File: src/rtl/hdmi_pll_lock_seq.sv
// rtl/hdmi_pll_lock_seq.sv - HDMI x5 PLL reset, lock qualification, timeout/retry sequencer
// Optional status outputs (loss_count, last_retry) are enabled by NEOTANG_PLL_STATUS_EN.
module hdmi_pll_lock_seq #(
  parameter int RST_CYCLES    = 16,
  parameter int LOCK_TIMEOUT  = 27000,
  parameter int STABLE_CYCLES = 2700,
  parameter int MAX_RETRY     = 7
) (
  input  logic       clkin,
  input  logic       rst_n,
  input  logic       pll_lock,
  output logic       pll_reset,
  output logic       hdmi_rst_n,
  output logic       ready,
  output logic       pll_fail,
  output logic [2:0] state
`ifdef NEOTANG_PLL_STATUS_EN
  ,
  output logic [7:0] loss_count,
  output logic [2:0] last_retry
`endif
);

  localparam int CNT_MAX_A = (RST_CYCLES > LOCK_TIMEOUT) ? RST_CYCLES : LOCK_TIMEOUT;
  localparam int CNT_MAX   = (CNT_MAX_A > STABLE_CYCLES) ? CNT_MAX_A : STABLE_CYCLES;
  localparam int CW        = (CNT_MAX > 1) ? $clog2(CNT_MAX) : 1;
  localparam int RW        = (MAX_RETRY > 0) ? $clog2(MAX_RETRY + 1) : 1;

  localparam logic [CW-1:0] RST_LAST    = CW'(RST_CYCLES - 1);
  localparam logic [CW-1:0] TIMEOUT_LAST = CW'(LOCK_TIMEOUT - 1);
  localparam logic [CW-1:0] STABLE_LAST = CW'(STABLE_CYCLES - 1);
  localparam logic [RW-1:0] RETRY_LIMIT = RW'(MAX_RETRY);

  typedef enum logic [2:0] {
    RESET_PLL = 3'd0,
    WAIT_LOCK = 3'd1,
    STABLE    = 3'd2,
    RUN       = 3'd3,
    FAIL      = 3'd4
  } state_t;

  state_t        state_q, state_d;
  logic [CW-1:0] cnt_q, cnt_d;
  logic [RW-1:0] retry_q, retry_d;
  logic          sync1_q, lock_s_q;
  logic          pll_reset_q, pll_reset_d;
  logic          hdmi_rst_n_q, hdmi_rst_n_d;
  logic          ready_q, ready_d;
  logic          pll_fail_q, pll_fail_d;

  // pll_lock is asynchronous to clkin; lock_s_q is the only copy the FSM sees.
  always_ff @(posedge clkin or negedge rst_n) begin
    if (!rst_n) begin
      sync1_q  <= 1'b0;
      lock_s_q <= 1'b0;
    end else begin
      sync1_q  <= pll_lock;
      lock_s_q <= sync1_q;
    end
  end

  always_ff @(posedge clkin or negedge rst_n) begin
    if (!rst_n) begin
      state_q      <= RESET_PLL;
      cnt_q        <= '0;
      retry_q      <= '0;
      pll_reset_q  <= 1'b1;
      hdmi_rst_n_q <= 1'b0;
      ready_q      <= 1'b0;
      pll_fail_q   <= 1'b0;
    end else begin
      state_q      <= state_d;
      cnt_q        <= cnt_d;
      retry_q      <= retry_d;
      pll_reset_q  <= pll_reset_d;
      hdmi_rst_n_q <= hdmi_rst_n_d;
      ready_q      <= ready_d;
      pll_fail_q   <= pll_fail_d;
    end
  end

  always_comb begin
    state_d = state_q;
    cnt_d   = cnt_q;
    retry_d = retry_q;
    case (state_q)
      RESET_PLL: begin
        if (cnt_q == RST_LAST) begin
          state_d = WAIT_LOCK;
          cnt_d   = '0;
        end else begin
          cnt_d = cnt_q + CW'(1);
        end
      end
      WAIT_LOCK: begin
        // Lock takes priority over a coincident timeout.
        if (lock_s_q) begin
          state_d = STABLE;
          cnt_d   = '0;
        end else if (cnt_q == TIMEOUT_LAST) begin
          retry_d = retry_q + RW'(1);
          cnt_d   = '0;
          state_d = (retry_d == RETRY_LIMIT) ? FAIL : RESET_PLL;
        end else begin
          cnt_d = cnt_q + CW'(1);
        end
      end
      STABLE: begin
        if (!lock_s_q) begin
          state_d = WAIT_LOCK;
          cnt_d   = '0;
        end else if (cnt_q == STABLE_LAST) begin
          state_d = RUN;
          cnt_d   = '0;
          retry_d = '0;
        end else begin
          cnt_d = cnt_q + CW'(1);
        end
      end
      RUN: begin
        if (!lock_s_q) begin
          state_d = RESET_PLL;
          cnt_d   = '0;
        end
      end
      FAIL: begin
        state_d = FAIL;
      end
      default: begin
        state_d = RESET_PLL;
        cnt_d   = '0;
      end
    endcase

    // Outputs follow the next state so they switch on the same edge as state.
    pll_reset_d  = (state_d == RESET_PLL) || (state_d == FAIL);
    hdmi_rst_n_d = (state_d == RUN);
    ready_d      = (state_d == RUN);
    pll_fail_d   = (state_d == FAIL);
  end

  assign pll_reset  = pll_reset_q;
  assign hdmi_rst_n = hdmi_rst_n_q;
  assign ready      = ready_q;
  assign pll_fail   = pll_fail_q;
  assign state      = state_q;

`ifdef NEOTANG_PLL_STATUS_EN
  logic [7:0] loss_count_q;
  logic [2:0] last_retry_q;

  // On RUN entry retry is about to clear, so the pre-clear value is captured.
  always_ff @(posedge clkin or negedge rst_n) begin
    if (!rst_n) begin
      loss_count_q <= 8'd0;
      last_retry_q <= 3'd0;
    end else begin
      if ((state_q == RUN) && (state_d == RESET_PLL) && (loss_count_q != 8'hFF))
        loss_count_q <= loss_count_q + 8'd1;
      if ((state_d == RUN) && (state_q != RUN))
        last_retry_q <= 3'(retry_q);
      else if ((state_d == FAIL) && (state_q != FAIL))
        last_retry_q <= 3'(retry_d);
    end
  end

  assign loss_count = loss_count_q;
  assign last_retry = last_retry_q;
`endif

endmodule
File: config.mk
export PLATFORM = sky130hd
export DESIGN_NAME = hdmi_pll_lock_seq
export DESIGN_NICKNAME = d
export VERILOG_FILES = /design/src/rtl/hdmi_pll_lock_seq.sv
export SDC_FILE = /design/constraint.sdc
export NUM_CORES = 1
export LEC_CHECK = 0
export BUFFER_PORTS_ARGS = -buffer_cell sky130_fd_sc_hd__buf_2
export CAP_MARGIN = 10
export CELL_PAD_IN_SITES_DETAIL_PLACEMENT = 0
export CELL_PAD_IN_SITES_GLOBAL_PLACEMENT = 2
export CORE_AREA = 5 5 68 70
export CTS_BUF_LIST = sky130_fd_sc_hd__clkbuf_4 sky130_fd_sc_hd__clkbuf_8 sky130_fd_sc_hd__clkbuf_16
export DETAILED_ROUTE_END_ITERATION = 8
export DIE_AREA = 0 0 73 75
export PLACE_DENSITY_LB_ADDON = 0.1
export SETUP_SLACK_MARGIN = 0.4
export SLEW_MARGIN = 25
export SYNTH_ARGS = -nofsm -noshare
export SYNTH_HDL_FRONTEND = slang
export SYNTH_SLANG_ARGS = --single-unit
File: constraint.sdc
create_clock -name clkin -period 3.55 [get_ports clkin]
set_input_delay 0.355 -clock clkin [delete_from_list [all_inputs] [get_ports clkin]]
set_output_delay 0.355 -clock clkin [all_outputs]
set_load 0.005 [all_outputs]
==> impl_metrics.json, run 1 <==
{
  "routabilityCongestion": 0.784,
  "top_level_ports": 10,
  "fin_hold_ws_ns": 0.0774,
  "synth.area.top_cells": "dfrtp_1, o21ai_0, nand2_1",
  "chipWidth_microns": 73,
  "port-buffer-count": 9,
  "final.min_clock_period_ns": 2.55,
  "layout_area_overhead_pct": 5.10,
  "clock_skew_ns": 0.0106,
  "drc": 0,
  "cts_tree": "yes",
  "hold_buffers": 0,
  "synth_edf_count": 0,
  "layout.core_utilization": 0.402,
  "total_via_count_after_detailed_routing": 1182,
  "maximum_number_of_pins_on_one_net_before_global_route_repair": 27,
  "cp_data_required_time_ns": 3.68,
  "slew-limit-headroom": 0.480,
  "syn-cell-area_sq_um": 1500,
  "diodes": 0,
  "yosys-top-cells-count": "dfrtp_1, nand2_1, nor2_1, o21ai_0",
  "synthesized_area_per_cell_sq_um": 9.47,
  "synth_sequential_area_ratio": 0.436,
  "rows": 23,
  "ir_drop_v": 0.000280,
  "critical_path_peak_fanout": 9,
  "outcome": "finished, final reports clean",
  "worstSkewPairLatency_ns": 0.27,
  "cap_viol_max_count": 0,
  "clock-sinks": 26,
  "globalRouteOverflowTotal": 0,
  "p_total_uw": 899,
  "worst_path_cell_chain": "ha_1, nor2b_1, or3b_1, a221o_2, nor3_1, o21ai_0",
  "yosys.area.top_type": "dfrtp_1",
  "drtPass1Iterations": 5,
  "cts-resized-gates": 0,
  "cts.htree.levels": 1,
  "die_h_microns": 75,
  "grt_setup_unrepaired": "no",
  "placement.cell_area_sq_um": 1520,
  "leakagePower_nw": 0.661,
  "final_max_slew_viol_count": 0,
  "layout.filler_cells": 416,
  "synth_top_area_share": 0.418,
  "tritoncts.num_buffers": 3,
  "post_route_cells_drive_above_1_share": 0.123,
  "detailedRoute.firstIterationViolations": 36,
  "setup_violations": 0,
  "power_per_cell_area_nw_per_um2": 572,
  "asyncSetResetFlopFracSynth": 1.00,
  "synth_fp_nets": 164,
  "final_min_period_over_clock_period": 0.718,
  "synth_seq_cells": 26,
  "antenna_found_initial": 0,
  "path_class": "reg2reg",
  "fmaxAchievable_ghz": 0.392,
  "synth-main-ff-cell": "dfrtp_1",
  "antenna_viol_nets_final": 0,
  "clockRootBuffer": "clkbuf_8",
  "start_util": 0.382,
  "slowest_cell_on_the_critical_path": "nor3_1",
  "avgViaCountPerCell": 5.55,
  "timing.critical_path.to_type": "register",
  "hold_violations": 0,
  "post_drt_wl_per_cell_microns": 16.0,
  "clk_path_buf_depth": 2,
  "cts_post_setup_buffers_inserted": 0,
  "clk_transition_reported_paths_ns": 0.10,
  "setup.worst_path.start_class": "register",
  "hold_class": "in2async",
  "dp.final_hpwl_microns": 2430,
  "yosysWarnings": 0,
  "syn_inst": 158,
  "cp.arrival_ns": 2.68,
  "postLayoutCellArea_sq_um": 1570,
  "worst_path_largest_cell_delay_ns": 0.54,
  "die-area_sq_um": 5480,
  "fp.coreArea_sq_um": 3910,
  "grt_first_pass_wirelength_microns": 5850,
  "grt_pass1_vias": 1238,
  "synth_cell_types": 47,
  "yosysMostFrequentCell": "dfrtp_1",
  "final.setup.tns_ns": 0,
  "route.final.wire_length_microns": 3400,
  "final_net_count": 170,
  "grtUsageTotal": 0.138,
  "max_slew.worst_pin.slew_ns": 0.773
}
-- metrics by stage --
stage	instances	setup slack, ns
after floorplan	158	1.35
after global placement	208	1.13
after detailed placement	208	1.01
after CTS	212	0.972
after global routing	213	0.761
final	213	1.00
-- logic make-up after synthesis --
family | after synthesis | synth area share
adders and majority gates | 3 | 0.0251
DFF | 26 | 0.436
and+or+nand+nor | 76 | 0.278
buffers and inverters | 13 | 0.0669
AOI/OAI and AO/OA | 34 | 0.158
xor gates and xnor gates | 5 | 0.0293
muxes | 1 | 0.00669
-- layout by cell type (no fill, tap or decap), types with 2 or more instances in the layout --
| cell | instances |
|---|---|
| nand4_1 | 2 |
| nor4_1 | 2 |
| nor2b_1 | 3 |
| buf_2 | 10 |
| a22o_1 | 4 |
| dfrtp_1 | 25 |
| nor2_1 | 12 |
| or3_1 | 2 |
| clkbuf_8 | 3 |
| a21oi_1 | 3 |
| nor3_1 | 11 |
| nand4bb_1 | 2 |
| ha_1 | 3 |
| nand3_1 | 11 |
| inv_1 | 4 |
| o2bb2ai_1 | 3 |
| nand2_1 | 16 |
| o21ai_0 | 12 |
| xor2_1 | 4 |
| o21a_1 | 4 |
| nand2b_1 | 3 |
-- worst paths after layout --
check	cells after the start	slack [ns]	endpoint	start
max in group asynchronous	1	3.08	cnt_q[0]	rst_n
min in group clkin	1	0.19	sync1_q	pll_lock
max reg2reg	6	1.00	cnt_q[12]	cnt_q[0]
max	6	1.00	cnt_q[12]	cnt_q[0]
min reg2reg	0	0.37	lock_s_q	sync1_q
min	1	0.08	retry_q[2]	rst_n
-- flip-flops by register name, summed over array words and instances (netlist names) --
| register | count |
|---|---|
| pll_fail | 1 |
| state | 3 |
| sync1_q | 1 |
| lock_s_q | 1 |
| ready | 1 |
| pll_reset | 1 |
| retry_q | 3 |
| cnt_q | 15 |
-- power breakdown --
part	leakage (nW)	total [mW]	switching [mW]	internal [mW]
clock	0.0262	0.181	0.0926	0.0880
sequential	0.347	0.415	0.0694	0.346
combinational	0.288	0.304	0.169	0.135
total	0.661	0.899	0.331	0.569
-- per-layer routing --
metal | up-vias | share of wire | GRT usage
li1 | 581 | - | -
met1 | 562 | 0.46 | 0.173
met4 | 0 | 0.026 | 0.0656
met5 | - | 0 | 0
met2 | 29 | 0.48 | 0.229
met3 | 10 | 0.041 | 0.0240
-- area by class of cell --
class	instances	area, sq um	area share
multi-input cells	119	744	0.473
flip-flops and latches	26	652	0.414
well taps	50	62.6	0.0398
repair buffers	10	50.0	0.0318
clock buffers	4	48.8	0.0310
inverters	4	15.0	0.00955
-- critical path, delay by kind of cell (launching register included) --
kind                       cells  cell delay (ns)
and+or+nand+nor                3             1.12
adders and majority gates      1             0.23
DFF                            1             0.41
AOI/OAI and AO/OA              2             0.66
Power figures use the tool's default switching activity.
==> inputs of run 2 (changes only) <==
--- a/config.mk
+++ b/config.mk
@@ -5,14 +5,15 @@
 export SDC_FILE = /design/constraint.sdc
 export NUM_CORES = 1
 export LEC_CHECK = 0
+export ABC_AREA = 1
 export BUFFER_PORTS_ARGS = -buffer_cell sky130_fd_sc_hd__buf_2
 export CAP_MARGIN = 10
 export CELL_PAD_IN_SITES_DETAIL_PLACEMENT = 0
 export CELL_PAD_IN_SITES_GLOBAL_PLACEMENT = 2
-export CORE_AREA = 5 5 68 70
+export CORE_AREA = 5 5 79 81
 export CTS_BUF_LIST = sky130_fd_sc_hd__clkbuf_4 sky130_fd_sc_hd__clkbuf_8 sky130_fd_sc_hd__clkbuf_16
 export DETAILED_ROUTE_END_ITERATION = 8
-export DIE_AREA = 0 0 73 75
+export DIE_AREA = 0 0 84 86
 export PLACE_DENSITY_LB_ADDON = 0.1
 export SETUP_SLACK_MARGIN = 0.4
 export SLEW_MARGIN = 25
==> constraint.sdc (replaced) <==
create_clock -name clkin -period 2.2 [get_ports clkin]
set_input_delay 0.22 -clock clkin [delete_from_list [all_inputs] [get_ports clkin]]
set_output_delay 0.22 -clock clkin [all_outputs]
set_load 0.005 [all_outputs]
==> run 2 against run 1 <==
Net effect: combinational power up 78%; global-route usage down 1.5 points; core utilization down 6.0 points; clock skew down 0.0083 ns; setup slack worse by 0.45 ns; fmax up 55%; cell count up 49%; sequential power up 54%; synthesized area up 9.5%.
==> impl_metrics.json, run 2 <==
{
  "outcome": "finished, final reports clean",
  "final.setup.tns_ns": 0,
  "hold_violations": 0,
  "cts_tree": "yes",
  "place_inst": 310,
  "max_slew.worst_pin.slew_ns": 0.622,
  "routabilityCongestion": 0.748,
  "final_min_period_over_clock_period": 0.747,
  "tritoncts.num_buffers": 3,
  "clock_skew_ns": 0.00231,
  "final_net_count": 253,
  "timing.critical_path.to_type": "register",
  "cap_viol_max_count": 0,
  "port-buffer-count": 9,
  "asyncSetResetFlopFracSynth": 1.00,
  "synth_cell_types": 23,
  "cts.htree.levels": 1,
  "switching_share": 0.396,
  "synth-main-ff-cell": "dfrtp_1",
  "power.share.sequential": 0.423,
  "rows": 27,
  "syn_inst": 234,
  "mostFrequentLayoutCell": "nand2_1",
  "grt_pass1_vias": 1382,
  "setup_violations": 0,
  "layout_area_overhead_pct": 12.8,
  "fmaxAchievable_ghz": 0.608,
  "diodes": 0,
  "layout.core_utilization": 0.342,
  "yosys.area.top_type": "dfrtp_1",
  "route.final.wire_length_microns": 4120,
  "final.min_clock_period_ns": 1.64,
  "critical_path_peak_fanout": 11,
  "grtUsageTotal": 0.123,
  "globalRouteOverflowTotal": 0,
  "synth_edf_count": 0,
  "grt_setup_unrepaired": "no",
  "clockRootBuffer": "clkbuf_8",
  "number_of_flip_flops_under_the_largest_register_name": 15,
  "fp.coreArea_sq_um": 5410,
  "max_flop_register": "cnt_q",
  "final_max_slew_viol_count": 0,
  "chipWidth_microns": 84,
  "yosysMostFrequentCell": "nand2_1",
  "clk_transition_reported_paths_ns": 0.10,
  "antenna_viol_nets_final": 0,
  "dp_slack_ns": 0.424,
  "clock-sinks": 26,
  "slew-limit-headroom": 0.586,
  "setup.worst_path.start_class": "register",
  "synth_seq_cells": 26,
  "most-common-layout-cells": "nand2_1, nor2_1, inv_1",
  "p_int_uw": 912,
  "detailedRoute.firstIterationViolations": 51,
  "synth_top_area_share": 0.382,
  "top_level_ports": 10,
  "synth.area.top_cells": "dfrtp_1, nand2_1, nor2_1",
  "final_critical_path_setup_slack_ns": 0.556,
  "yosys-top-cells-count": "nand2_1, nor2_1, inv_1",
  "total_via_count_after_detailed_routing": 1420,
  "power.switching_uw": 597,
  "power.clock.fraction": 0.218,
  "layout.filler_cells": 620,
  "syn-cell-area_sq_um": 1640,
  "maximum_number_of_pins_on_one_net_before_global_route_repair": 27,
  "power_per_cell_area_nw_per_um2": 816,
  "cp_data_required_time_ns": 2.37,
  "grt_first_pass_wirelength_microns": 7020,
  "cp.arrival_ns": 1.82,
  "ir_drop_v": 0.000337,
  "post_route_cells_drive_above_1_share": 0.126,
  "drc": 0,
  "synth_sequential_area_ratio": 0.398,
  "dp.final_hpwl_microns": 3000,
  "yosysWarnings": 0,
  "synthesized_area_per_cell_sq_um": 7.00,
  "antenna_found_initial": 0,
  "start_util": 0.303,
  "clk_path_buf_depth": 2,
  "hold_class": "in2reg",
  "die_h_microns": 86,
  "drtPass1Iterations": 4,
  "worstSkewPairLatency_ns": 0.28,
  "post_route_insts_no_fill": 318,
  "avgViaCountPerCell": 4.47,
  "path_class": "reg2reg",
  "synth_fp_nets": 240,
  "leakagePower_nw": 0.935,
  "post_drt_wl_per_cell_microns": 13.0,
  "die-area_sq_um": 7220,
  "comb_power_share": 0.359
}
[run 2: changes by cell type in the layout (fill, tap and decap cells not counted), moves of 4 or more]
cell     previous run  this run
buf_4               0         5
nor2_1             12        42
nand2_1            16        72
nor3_1             11         7
inv_1               4        28
a22o_1              4         0
nand3_1            11        19
o21ai_0            12         5
[run 2: final timing paths]
| kind | cells after the start | end | slack [ns] | start |
|---|---|---|---|---|
| min reg2reg | 0 | lock_s_q | 0.37 | sync1_q |
| min | 1 | sync1_q | 0.04 | pll_lock |
| min in group asynchronous | 2 | cnt_q[7] | 0.48 | rst_n |
| max reg2reg | 8 | cnt_q[14] | 0.56 | cnt_q[9] |
| max in group asynchronous | 2 | cnt_q[10] | 1.28 | rst_n |
| max | 8 | cnt_q[14] | 0.56 | cnt_q[9] |
[run 2: cells by family (layout without fill, tap and decap cells)]
| logic type | count (synthesis) | after routing | synth area share |
|---|---|---|---|
| and+or+nand+nor | 155 | 156 | 0.412 |
| AOI/OAI and AO/OA | 6 | 6 | 0.0198 |
| xor gates and xnor gates | 8 | 8 | 0.0427 |
| buffers and inverters | 36 | 47 | 0.105 |
| DFF | 26 | 26 | 0.398 |
| adders and majority gates | 3 | 3 | 0.0229 |
[run 2: routing by layer]
| layer | vias to the layer above | global-route usage | share of wire |
|---|---|---|---|
| li1 | 748 | - | - |
| met1 | 651 | 0.179 | 0.53 |
| met2 | 16 | 0.185 | 0.43 |
| met3 | 5 | 0.0211 | 0.029 |
| met4 | 0 | 0.0351 | 0.013 |
| met5 | - | 0 | 0 |
[run 2: stage by stage]
stage	power (mW)	cell area (sq um)	hold slack [ns]
floorplan	0.964	1640	-0.0756
global placement	1.11	1730	0.276
detailed placement	1.10	1730	0.272
CTS	1.43	1800	0.0327
global route	1.63	1850	0.0218
finish	1.51	1850	0.0369
[run 2: critical path, stage by stage (launching register included)]
cell and delay, ns:
dfrtp_1 0.52, nor2_1 0.15, nand2_1 0.11, nor2_1 0.10, nand2_1 0.06, nand2_1 0.12, nand3_4 0.19, nor2_4 0.22
nor2_1 0.06
[run 2: repair_timing]
item / CTS / global route
endpoints found under the hold margin: 25 / 0
buffers inserted: 0 / 2
gates resized for setup: 0 / 7
hold buffers: 1 / 0
setup endpoints to repair: 0 / 15
[run 2: power groups by stage]
stage | combinational [mW] | clock (mW) | sequential, mW
3_3_place_gp | 0.474 | 0 | 0.637
4_1_cts | 0.469 | 0.340 | 0.624
3_5_place_dp | 0.464 | 0 | 0.634
5_1_grt | 0.614 | 0.363 | 0.654
2_1_floorplan | 0.360 | 0 | 0.604
6_report | 0.541 | 0.329 | 0.639
[run 2: layout make-up]
| type | instances | area (sq um) | share of cell area |
|---|---|---|---|
| tap | 72 | 90.1 | 0.0487 |
| timing repair buffer | 15 | 92.6 | 0.0501 |
| sequential | 26 | 654 | 0.354 |
| inverter | 28 | 105 | 0.0568 |
| multi-input combinational | 173 | 852 | 0.461 |
| clock buffer | 4 | 55.1 | 0.0298 |
==> inputs of run 3 (changes only) <==
--- a/config.mk
+++ b/config.mk
@@ -5,15 +5,15 @@
 export SDC_FILE = /design/constraint.sdc
 export NUM_CORES = 1
 export LEC_CHECK = 0
-export ABC_AREA = 1
+export ABC_AREA = 0
 export BUFFER_PORTS_ARGS = -buffer_cell sky130_fd_sc_hd__buf_2
 export CAP_MARGIN = 10
 export CELL_PAD_IN_SITES_DETAIL_PLACEMENT = 0
 export CELL_PAD_IN_SITES_GLOBAL_PLACEMENT = 2
-export CORE_AREA = 5 5 79 81
+export CORE_AREA = 5 5 73 75
 export CTS_BUF_LIST = sky130_fd_sc_hd__clkbuf_4 sky130_fd_sc_hd__clkbuf_8 sky130_fd_sc_hd__clkbuf_16
 export DETAILED_ROUTE_END_ITERATION = 8
-export DIE_AREA = 0 0 84 86
+export DIE_AREA = 0 0 78 80
 export PLACE_DENSITY_LB_ADDON = 0.1
 export SETUP_SLACK_MARGIN = 0.4
 export SLEW_MARGIN = 25
==> constraint.sdc (replaced) <==
create_clock -name clkin -period 1.5 [get_ports clkin]
set_input_delay 0.15 -clock clkin [delete_from_list [all_inputs] [get_ports clkin]]
set_output_delay 0.15 -clock clkin [all_outputs]
set_load 0.005 [all_outputs]
==> run 3 against run 2 <==
Net effect: the run now ends with negative setup slack left; clock power is 43% higher; non-clock buffer count is 56 higher; routed wire length is 4.4% higher; sequential power is 46% higher; sequential share of layout area is 6.0 points lower; cell count is 13% lower; clock skew is 0.0014 ns higher; global-route usage is 2.3 points higher; combinational power grew to 2.9 times the previous value; clock-buffer cell count stayed put; sequential cell count stayed put; critical path depth is 2 lower.
==> impl_metrics.json, run 3 (synthesis gave the netlist of run 1 again) <==
{
  "max_slew.worst_pin.slew_ns": 0.606,
  "detailedRoute.firstIterationViolations": 59,
  "grt_first_pass_wirelength_microns": 7140,
  "fmaxAchievable_ghz": 0.460,
  "post_route_insts_no_fill": 278,
  "die-area_sq_um": 6240,
  "rows": 25,
  "final_min_period_over_clock_period": 1.45,
  "cp.arrival_ns": 2.35,
  "antenna_viol_nets_final": 0,
  "dp.final_hpwl_microns": 3050,
  "clk_transition_reported_paths_ns": 0.09,
  "setup.worst_path.start_class": "register",
  "total_via_count_after_detailed_routing": 1429,
  "start_util": 0.325,
  "antenna_found_initial": 0,
  "drtPass1Iterations": 6,
  "power_per_cell_area_nw_per_um2": 1340,
  "ir_drop_v": 0.000670,
  "routabilityCongestion": 0.818,
  "hold_class": "reg2reg",
  "cts.htree.levels": 1,
  "globalRouteOverflowTotal": 0,
  "leakagePower_nw": 1.03,
  "cp_data_required_time_ns": 1.67,
  "layout_area_overhead_pct": 48.5,
  "avgViaCountPerCell": 5.14,
  "clock_skew_ns": 0.00375,
  "fp.coreArea_sq_um": 4600,
  "clockRootBuffer": "clkbuf_8",
  "layout.filler_cells": 423,
  "diodes": 0,
  "hold_violations": 0,
  "slew-limit-headroom": 0.596,
  "chipWidth_microns": 78,
  "path_class": "reg2reg",
  "top_level_ports": 10,
  "final_net_count": 231,
  "number_of_flip_flops_under_the_largest_register_name": 15,
  "fin_hold_ws_ns": 0.355,
  "die_h_microns": 80,
  "maximum_number_of_pins_on_one_net_before_global_route_repair": 27,
  "final.min_clock_period_ns": 2.17,
  "final_critical_path_setup_slack_ns": -0.674,
  "final_max_slew_viol_count": 0,
  "post_route_cells_drive_above_1_share": 0.442,
  "clk_path_buf_depth": 2,
  "drc": 0,
  "start_point_of_the_worst_min_delay_path": "sync1_q",
  "grt_setup_unrepaired": "yes",
  "critical_path.startpoint": "cnt_q[1]",
  "outcome": "complete, but fails checks",
  "port-buffer-count": 9,
  "setup_violations": 23,
  "timing.critical_path.to_type": "register",
  "worstSkewPairLatency_ns": 0.28,
  "mostFrequentLayoutCell": "buf_4",
  "grt_pass1_vias": 1478,
  "clock-sinks": 26,
  "cap_viol_max_count": 0,
  "crit-reg2reg-launch": "cnt_q[1]",
  "route.final.wire_length_microns": 4300,
  "post_drt_wl_per_cell_microns": 15.5,
  "most-common-layout-cells": "buf_4, dfrtp_1, nand2_1",
  "cts_tree": "yes",
  "critical_path_peak_fanout": 5,
  "place_inst": 261,
  "grtUsageTotal": 0.146,
  "tritoncts.num_buffers": 3,
  "violations": "negative setup slack",
  "max_flop_register": "cnt_q"
}
## run 3: cell count changes in the layout (fill, tap and decap cells not counted), sizes merged, moves of 4 or more
| cell | before | now |
|---|---|---|
| nor2 | 47 | 12 |
| nand3 | 21 | 11 |
| buf | 14 | 69 |
| nand2 | 73 | 16 |
| o21ai | 5 | 12 |
| a22o | 0 | 4 |
| nor3 | 7 | 11 |
| inv | 28 | 4 |
## run 3: layout make-up
cell class / instances / area [sq um] / area share
inverter: 4 / 15.0 / 0.00676
timing repair buffer: 71 / 562 / 0.253
multi-input combinational: 119 / 870 / 0.391
clock buffer: 4 / 55.1 / 0.0248
sequential: 26 / 653 / 0.294
tap: 54 / 67.6 / 0.0304
## run 3: per-stage QoR
step	TNS, ns	utilization	area (sq um)	setup WS (ns)	total power, mW
finish	-12.23	0.483	2220	-0.674	2.98
global route	-13.94	0.483	2220	-0.717	3.18
CTS	-11.52	0.467	2150	-0.662	2.87
detailed placement	-11.44	0.412	1890	-0.667	2.11
global placement	-9.79	0.412	1890	-0.586	2.08
floorplan	-8.90	-	1500	-0.615	1.56
## run 3: critical path: stages, from the launching register on
cell       delay (ns)
dfrtp_1          0.41
ha_4             0.16
nand4bb_1        0.14
or3_4            0.36
a221o_2          0.45
or3_4            0.36
a22o_1           0.19
## run 3: layer usage
metal | global-route usage | up-vias | part of all wire
met1 | 0.180 | 696 | 0.44
met5 | 0 | - | 0
met2 | 0.255 | 23 | 0.52
li1 | - | 705 | -
met4 | 0.0507 | 0 | 0.011
met3 | 0.0248 | 5 | 0.031
## run 3: where the power goes
group | switching (mW) | internal, mW | leakage (nW)
clock | 0.234 | 0.235 | 0.0288
combinational | 0.693 | 0.884 | 0.659
sequential | 0.118 | 0.819 | 0.345
## run 3: repair_timing
action / CTS / global route
resized for setup: 31 / 10
pin swaps: 3 / 4
hold buffers: 2 / 0
setup buffers: 7 / 4
endpoints found under the setup margin: 26 / 26
hold endpoints to repair: 26 / 0
## run 3: worst paths after layout
kind,to,slack (ns),cells after the start
min in group asynchronous,pll_fail,0.41,2
max in group asynchronous,state[2],0.67,2
worst min-delay path,lock_s_q,0.36,0
worst max-delay path,cnt_q[3],-0.67,6
worst min register to register,lock_s_q,0.36,0
worst max register to register,cnt_q[3],-0.67,6
